### config.mk
export PLATFORM = sky130hd
export DESIGN_NAME = reg_bank_2r2w
export DESIGN_NICKNAME = d
export VERILOG_FILES = /design/src/rtl/reg_bank_2r2w.sv
export SDC_FILE = /design/constraint.sdc
export NUM_CORES = 1
export LEC_CHECK = 0
export ABC_AREA = 1
export ABC_CLOCK_PERIOD_IN_PS = 8020
export CAP_MARGIN = 40
export CORE_MARGIN = 4
export CORE_UTILIZATION = 35
export DETAILED_ROUTE_END_ITERATION = 6
export MAX_ROUTING_LAYER = met4
export PLACE_DENSITY_LB_ADDON = 0.15
export SETUP_SLACK_MARGIN = 0.05
export SLEW_MARGIN = 20
export SYNTH_ARGS = -nofsm -noshare
export SYNTH_HDL_FRONTEND = slang
export SYNTH_SLANG_ARGS = --single-unit
### constraint.sdc
create_clock -name clk -period 8.02 [get_ports clk]
set_input_delay 1.604 -clock clk [delete_from_list [all_inputs] [get_ports clk]]
set_output_delay 1.604 -clock clk [all_outputs]
set_load 0.02 [all_outputs]
### src/rtl/reg_bank_2r2w.sv
// Two-read / two-write register bank with write port B taking priority on
// same-address collisions, optional same-cycle write forwarding to the read ports.
module reg_bank_2r2w #(
  parameter int unsigned          WORD_SIZE = 16,
  parameter int unsigned          ADDR_W    = 4,
  parameter int unsigned          NUM_REGS  = 12,
  parameter int unsigned          BYPASS    = 1,
  parameter logic [WORD_SIZE-1:0] RST_VAL   = '0
) (
  input  logic                 clk,
  input  logic                 rst,
  input  logic                 we_a,
  input  logic [ADDR_W-1:0]    waddr_a,
  input  logic [WORD_SIZE-1:0] wdata_a,
  input  logic                 we_b,
  input  logic [ADDR_W-1:0]    waddr_b,
  input  logic [WORD_SIZE-1:0] wdata_b,
  input  logic [ADDR_W-1:0]    raddr_0,
  output logic [WORD_SIZE-1:0] rdata_0,
  input  logic [ADDR_W-1:0]    raddr_1,
  output logic [WORD_SIZE-1:0] rdata_1,
  output logic                 wr_conflict
);

  // One extra bit so NUM_REGS == 2**ADDR_W is representable.
  localparam logic [ADDR_W:0] NUM_W = (ADDR_W+1)'(NUM_REGS);

  function automatic logic in_range(input logic [ADDR_W-1:0] a);
    return ((ADDR_W+1)'(a) < NUM_W);
  endfunction

  logic [WORD_SIZE-1:0] regs_q [NUM_REGS];
  logic                 wr_conflict_q;
  logic                 wr_conflict_d;
  logic                 valid_a;
  logic                 valid_b;
  logic [NUM_REGS-1:0]  hit_a;
  logic [NUM_REGS-1:0]  hit_b;

  assign valid_a = we_a && in_range(waddr_a);
  assign valid_b = we_b && in_range(waddr_b);

  genvar gi;
  generate
    for (gi = 0; gi < NUM_REGS; gi++) begin : g_dec
      assign hit_a[gi] = valid_a && (waddr_a == ADDR_W'(gi));
      assign hit_b[gi] = valid_b && (waddr_b == ADDR_W'(gi));
    end
  endgenerate

  always_ff @(posedge clk or posedge rst) begin
    if (rst) begin
      for (int r = 0; r < NUM_REGS; r++) regs_q[r] <= RST_VAL;
    end else begin
      for (int r = 0; r < NUM_REGS; r++) begin
        if (hit_b[r])      regs_q[r] <= wdata_b;
        else if (hit_a[r]) regs_q[r] <= wdata_a;
      end
    end
  end

  assign wr_conflict_d = valid_a && valid_b && (waddr_a == waddr_b);

  always_ff @(posedge clk or posedge rst) begin
    if (rst) wr_conflict_q <= 1'b0;
    else     wr_conflict_q <= wr_conflict_d;
  end

  assign wr_conflict = wr_conflict_q;

  logic [ADDR_W-1:0] raddr_arr [2];
  assign raddr_arr[0] = raddr_0;
  assign raddr_arr[1] = raddr_1;

  generate
    for (gi = 0; gi < 2; gi++) begin : g_rd
      logic [WORD_SIZE-1:0] stored;
      logic [WORD_SIZE-1:0] rdata;

      always_comb begin
        stored = '0;
        for (int r = 0; r < NUM_REGS; r++) begin
          if (raddr_arr[gi] == ADDR_W'(r)) stored = regs_q[r];
        end
      end

      // Forwarding uses the raw write enables; a matching valid read address
      // implies the write address is valid too.
      always_comb begin
        rdata = stored;
        if (BYPASS != 0 && !rst && in_range(raddr_arr[gi])) begin
          if (we_b && (waddr_b == raddr_arr[gi]))      rdata = wdata_b;
          else if (we_a && (waddr_a == raddr_arr[gi])) rdata = wdata_a;
        end
      end
    end
  endgenerate

  assign rdata_0 = g_rd[0].rdata;
  assign rdata_1 = g_rd[1].rdata;

endmodule

**Word-level counts from Yosys, hierarchy flattened**

Index checks and enable logic that the tools add are counted.

- Bits in registers: 193
- Logic and storage cells: 171
- Output and inout port bits: 33
- Input port bits: 52

- Reduce and logical (&&, ||, !) cells: 51
- Eq/ne operators: 49
- $lt $le $gt $ge: 4
- Mux-type cells: 54

Operators with widths:

| kind | number |
|---|---|
| two-way mux 16 bit | 54 |
| equality test 4 x 3 -> 1 bit, second input constant | 16 |
| equality test 4 bit, second input constant | 16 |
| logical AND 1 bit | 34 |
| equality test 4 x 2 -> 1 bit, second input constant | 8 |
| nonzero test 2 bit | 12 |
| equality test 4 bit | 5 |
| equality test 4 x 1 -> 1 bit, second input constant | 4 |
| logical NOT 4 bit | 4 |
| less-than comparator 4 bit, second input constant | 4 |
| logical NOT 1 bit | 1 |

**Longest topological paths before layout**

Gate-level depths: netlist (run 1).

- Word-level depth: 16
- Mapped depth: 14
- Gate-level depth less buffers: 13

**Worst setup path after synthesis (run 1)**

Ideal clock, no wire load.

- Kind: input -> output
- Start: in raddr_1[1]
- End: out rdata_1[13]
- Buffers on the path: 1
- Data required time: 6.416 ns
- Arrival time: 2.981 ns
- Stages: 12
- Path slack: 3.435 ns
- Path through: buf_2 > inv_1 > nand2_1 > nor2_1 > nand2_1 > nand2_1 > nor2_1 > nand4_1 > nand2_1 > nand4_1 > nand2_1 > a21oi_1

- Cells in the longest elaborated chain, start to end: 16
- Elaborated cells between the ends (all ways): 33
- Classes of those cells: order compare (1); eq/ne (13); mux (15); reduce/logical (4)

RTL lines:

| item | line | source |
|---|---|---|
| start: declaration | 20 | `input logic [ADDR_W-1:0] raddr_1,` |
| logical NOT 4 bit | 83 | `if (raddr_arr[gi] == ADDR_W'(r)) stored = regs_q[r];` |
| two-way mux 16 bit (12 in series) | 83 |  |
| two-way mux 16 bit | 93 | `else if (we_a && (waddr_a == raddr_arr[gi])) rdata = wdata_a;` |
| two-way mux 16 bit | 92 | `if (we_b && (waddr_b == raddr_arr[gi])) rdata = wdata_b;` |
| two-way mux 16 bit * | 91 | `if (BYPASS != 0 && !rst && in_range(raddr_arr[gi])) begin` |
| end: declaration | 21 | `output logic [WORD_SIZE-1:0] rdata_1,` |

Every way passes the cells marked *; elsewhere a longest branch is shown, timed or not.

**Worst setup path after layout (run 1)**

- Start: in raddr_1[2]
- End: out rdata_1[15]

Same word-level chain as after synthesis.

==> results.yml, run 1 <==
placed_design:
  place_congestion: 0.9938
  port-buffer-count: 84
  place_hpwl_mm: 48.44
  placed_cells: 2602
synthesis:
  synth_area_leaders: "dfrtp_1, nand2_1, o21ai_0"
  yosysUniqueCellTypes: 32
  yosys_register_bits: 193
  syn_area_per_cell_um2: 6.413
  synth_top_area_share: 0.3642
  synthCells: 2068
  yosysTopAreaCell: "dfrtp_1"
  synth-seq-area-share: 0.3642
  synth_nets: 2120
  synth_warnings: 0
  synth_area_mm2: 0.01326
floorplan:
  rows: 71
  io_pins: 85
  die_x_um: 202.7
  dieArea_mm2: 0.04107
  dieHeight_um: 202.7
  start_util: 0.3538
  core_mm2: 0.03749
worst_setup_path:
  start_kind: "primary input"
  end_kind: "output pin"
  crit_chain: "clkdlybuf4s50_1, inv_1, nand2_1, nor2_2, inv_1, nor2_1, nor2_1, nand4_1, nor2_1, nand4_1, nor2_1, nor2_1, clkdlybuf4s50_1"
  cp_common_cell: "nor2_1"
  crit_type: "in2out"
  crit_path_top_delay_cell: "clkdlybuf4s50_1"
  slowest_delay_ns: 0.75
  cp_data_arrival_time_ns: 5.18
  worstPathRequired_ns: 6.42
  crit_fanout: 12
timing:
  fin_crit_ns: 6.784
  min_period_over_period: 0.8459
  final_max_slew_viol_count: 0
  max_freq_mhz: 147.4
  worst_pin_slew_ns: 0.8815
  rsz0062_at_grt: "false"
  fin_worst_skew_ns: 0
  hold_viol_final: 0
  setup_viol: 0
  maxSlewHeadroom: 0.4105
  tns_ns: 0
  whs_ns: 0.5158
routing:
  drt-vias-per-instance: 5.806
  met2_length_mm: 28.28
  drtPass1Iterations: 6
  drt_iter0_drc: 1933
  wl_met1_mm: 28.12
  topRoutingLayerUsed: "met4"
  drc: 0
  dr_wl_met3_mm: 6.984
  via_count: 15321
  wl_per_cell_um: 24.92
  ant_nets: 0
  drt-total-wl_mm: 65.77
global_route:
  grt_max_degree: 75
  grt_pass1_wl_mm: 97.06
  grt_usage: 0.3240
  antenna_found_initial: 1
  grt_overflow_total: 0
  grt_pass1_vias: 14064
pwr:
  p_leak_nw: 6.851
  peakVddDrop_uv: 162.2
  powerDensity_mw_per_mm2: 201.4
clocking:
  insertion_delay_ns: 0.47
  cts_resized: 0
  hold_buffers: 0
  numCtsBuffers: 17
  cts_setup_buffers: 0
  clkTransAtPathRegs_ns: 0.07
  clockBufferDepth: 2
  tritoncts: "done"
  clock-sinks: 193
  cts_root_buf: "clkbuf_16"
  h-tree-depth: 4
worst_hold_path:
  min_path_type: "reg2reg"
final_layout:
  final_cell_mix: "nand2_1, o21ai_0, nor2_1, dfrtp_1, inv_1"
  final_cells: 2639
  fin_nets: 2164
  drive_gt1_frac: 0.06165
  layout-area-overhead-vs-synth_pct: 15.76
  layout.cells.most_common: "nand2_1"
flow_run:
  max_cap_viol_count: 0
outcome:
  status: "finished clean"
[through the flow]
step	total power [mW]	util	setup slack [ns]	instance area, um^2
finish	3.093	0.4096	1.236	15350
detailed placement	2.206	0.3935	1.434	14750
CTS	3.074	0.4086	1.418	15320
global placement	2.190	0.3899	0.9752	14620
floorplan	1.819	-	1.160	13260
global route	3.242	0.4095	1.230	15350
[cell usage after synthesis (all sizes together)]
library cell  number
nor4               1
nor2             303
xnor2              1
buf               49
clkinv             6
nor3              11
nand2            506
and3               3
a21oi            116
a22oi              7
clkbuf            75
dfrtp            193
nand4             54
inv              189
nand3            129
or2                7
o22ai             25
o211ai            46
o221ai            13
nand3b             3
o21ai            331
[metal layers]
metal  GRT usage  vias to the layer above
met3     0.07060                      138
met4      0.1081                        0
met2      0.4669                      936
met5           -                        -
li1            -                     6926
met1      0.4536                     7321
[kinds of logic after synthesis]
group / Yosys count / share of synthesized area
xor gates and xnor gates: 1 / 0.0006605
AOI/OAI and AO/OA: 538 / 0.2191
buffers and inverters: 319 / 0.09613
and+or+nand+nor: 1017 / 0.3200
DFF: 193 / 0.3642
[flip-flops by register name (all words and copies together) (netlist names)]
register	count
regs_q	192
wr_conflict	1
[worst max-delay path, delay by kind of cell]
kind	cells	cell delay (ns)
buffers and inverters	4	2.06
AND/OR/NAND/NOR	9	1.49
[power breakdown]
part / leakage, nW / switching, mW / internal [mW]
clock network: 0.273 / 0.462 / 0.416
registers: 2.35 / 0.170 / 1.21
logic: 4.23 / 0.555 / 0.283
[final timing paths]
kind / slack [ns] / end / depth (start not counted) / from
worst max-delay path: 1.24 / rdata_1[15] / 13 / raddr_1[2]
worst min-delay path: 0.52 / regs_q[155] / 2 / regs_q[155]
worst max register to register: 7.26 / regs_q[3] / 2 / regs_q[3]
worst min register to register: 0.52 / regs_q[155] / 2 / regs_q[155]
max in group asynchronous: 4.77 / regs_q[37] / 5 / rst
min in group asynchronous: 1.70 / regs_q[30] / 2 / rst
[cell type report]
type / count / area, um^2
clock inverters: 14 / 126.4
fillers: 4002 / 22140
repair buffers: 149 / 1410
clock buffers: 18 / 439.2
well taps: 511 / 639.4
diodes: 3 / 7.507
inverters: 195 / 739.5
multi-input cells: 1556 / 7162
flip-flops and latches: 193 / 4830
No activity file was read; power rests on OpenSTA's default activity.
==> run 2, diff against run 1 <==
--- a/config.mk
+++ b/config.mk
@@ -6,7 +6,7 @@
 export NUM_CORES = 1
 export LEC_CHECK = 0
 export ABC_AREA = 1
-export ABC_CLOCK_PERIOD_IN_PS = 8020
+export ABC_CLOCK_PERIOD_IN_PS = 6120
 export CAP_MARGIN = 40
 export CORE_MARGIN = 4
 export CORE_UTILIZATION = 35
==> constraint.sdc (replaced) <==
create_clock -name clk -period 6.12 [get_ports clk]
set_input_delay 1.224 -clock clk [delete_from_list [all_inputs] [get_ports clk]]
set_output_delay 1.224 -clock clk [all_outputs]
set_load 0.02 [all_outputs]
==> run 2 against run 1 <==
Via count down 0.12%. Sequential share of layout area shrank 0.51 points. Routed wire length down 0.28%. Highest routed layer unchanged.
==> results.yml, run 2 (same netlist as run 1, synthesis figures left out) <==
flow_run:
  max_cap_viol_count: 0
clocking:
  clock-sinks: 193
  tritoncts: "done"
  insertion_delay_ns: 0.46
  hold_buffers: 0
  h-tree-depth: 4
  cts_setup_buffers: 0
  cts_resized: 0
  cts_root_buf: "clkbuf_16"
  clockBufferDepth: 2
  clkTransAtPathRegs_ns: 0.08
  numCtsBuffers: 17
placed_design:
  place_congestion: 0.9828
  pre_cts_ws_ns: 0.4314
  place_hpwl_mm: 48.31
  port-buffer-count: 84
pwr:
  peakVddDrop_uv: 233.8
  p_leak_nw: 7.008
  powerDensity_mw_per_mm2: 268.9
timing:
  max_freq_mhz: 174.6
  setup_viol: 0
  tns_ns: 0
  finalWorstSetupSlack_ns: 0.3929
  final_max_slew_viol_count: 0
  min_period_over_period: 0.9358
  maxSlewHeadroom: 0.4592
  rsz0062_at_grt: "false"
  whs_ns: 0.5115
  fin_worst_skew_ns: 0
  worst_pin_slew_ns: 0.8062
  hold_viol_final: 0
  fin_crit_ns: 5.727
floorplan:
  dieArea_mm2: 0.04107
  start_util: 0.3538
  core_mm2: 0.03749
  die_x_um: 202.7
  io_pins: 85
  rows: 71
  dieHeight_um: 202.7
final_layout:
  layout.cells.most_common: "nand2_1"
  largest_register_ffs: 192
  fin_nets: 2190
  final_cell_mix: "nand2_1, o21ai_0, nor2_1, dfrtp_1, inv_1"
  drive_gt1_frac: 0.07345
  final.fill_count: 4083
  n_antenna_cell: 0
  layout-area-overhead-vs-synth_pct: 17.66
  regMostFlops: "regs_q"
worst_setup_path:
  crit_chain: "clkdlybuf4s50_1, inv_1, nor2_1, nand2_1, inv_1, nand2_1, nand4_1, nor2_1, nand4_1, nor2_1, nor2_1, clkdlybuf4s50_1"
  crit_path_top_delay_cell: "clkdlybuf4s50_1"
  crit_fanout: 15
  crit_path_start: "raddr_0[0]"
  r2r_end: "regs_q[148]"
  path_buf_inv: 4
  crit_type: "in2out"
  cp_top_family: "buffers and inverters"
  reg2reg_slack_ns: 5.35
  r2r_cells: 2
  cp_common_cell: "nor2_1"
  slowest_delay_ns: 0.69
  end_kind: "output pin"
  start_kind: "primary input"
  setup.worst_path.end: "rdata_0[1]"
  worst-path-stages: 12
  cp_data_arrival_time_ns: 4.50
  r2r_start: "regs_q[148]"
  worstPathRequired_ns: 4.90
routing:
  drc: 0
  ant_nets: 0
  drt_iter0_drc: 1870
  drt-vias-per-instance: 5.749
  drt-total-wl_mm: 65.59
  drtPass1Iterations: 6
  via_count: 15303
  wl_per_cell_um: 24.64
global_route:
  grt_pass1_vias: 14559
  grt_pass1_wl_mm: 98.16
  grt_usage: 0.3245
  antenna_found_initial: 1
  grt_max_degree: 178
  grt_overflow_total: 0
worst_hold_path:
  min_path_type: "reg2reg"
  hold_depth: 2
outcome:
  status: "finished clean"
-- run 2: cell count changes in the layout (fill, tap and decap cells not counted) --
cell,delta
buf_16,+1
buf_4,+30
buf_8,-5
bufinv_16,+4
clkbuf_1,+1
clkbuf_8,+2
clkinv_4,-3
clkinv_8,-1
clkinvlp_4,+1
diode_2,-3
inv_6,-2
inv_8,-2
nor2_1,-2
nor2_2,+2
-- run 2: final cells by class --
type	instances	area, um^2	area share
timing repair buffer	175	1588	0.1017
inverter	195	735.7	0.04715
sequential	193	4830	0.3095
multi-input combinational	1556	7167	0.4593
clock inverter	11	175.2	0.01123
tap	511	639.4	0.04097
clock buffer	21	470.5	0.03015
-- run 2: worst register-to-register path, stage by stage (launching register included) --
cell and delay [ns]:
dfrtp_1 0.39, inv_1 0.11, o221ai_1 0.13
-- run 2: power by group --
part	switching (mW)	internal, mW
logic	0.721	0.377
registers	0.225	1.58
clock network	0.570	0.722
total	1.52	2.68
-- run 2: layer usage --
layer | global-route usage | vias to the layer above | share of wire
met2 | 0.4851 | 869 | 0.44
met4 | 0.1014 | 0 | 0.033
met5 | - | - | 0
li1 | - | 6968 | -
met3 | 0.06213 | 128 | 0.097
met1 | 0.4485 | 7338 | 0.43
-- run 2: how the worst min path moves through the flow --
stage                             end   startpoint  slack [ns]
after floorplan           regs_q[137]  regs_q[137]        0.47
after global placement    regs_q[107]  regs_q[107]        0.49
after detailed placement  regs_q[111]  regs_q[111]        0.49
after CTS                 regs_q[111]  regs_q[111]        0.51
after global routing      regs_q[188]  regs_q[188]        0.55
final                     regs_q[111]  regs_q[111]        0.51
-- run 2: per-stage QoR --
stage	cell area, um^2	utilization	total power, mW	std cells
after floorplan	13270	-	2.384	2068
after global placement	14850	0.3960	2.875	2622
after detailed placement	14920	0.3980	2.890	2628
after CTS	15570	0.4152	4.176	2660
after global routing	15610	0.4163	4.396	2662
final	15610	0.4163	4.196	2662
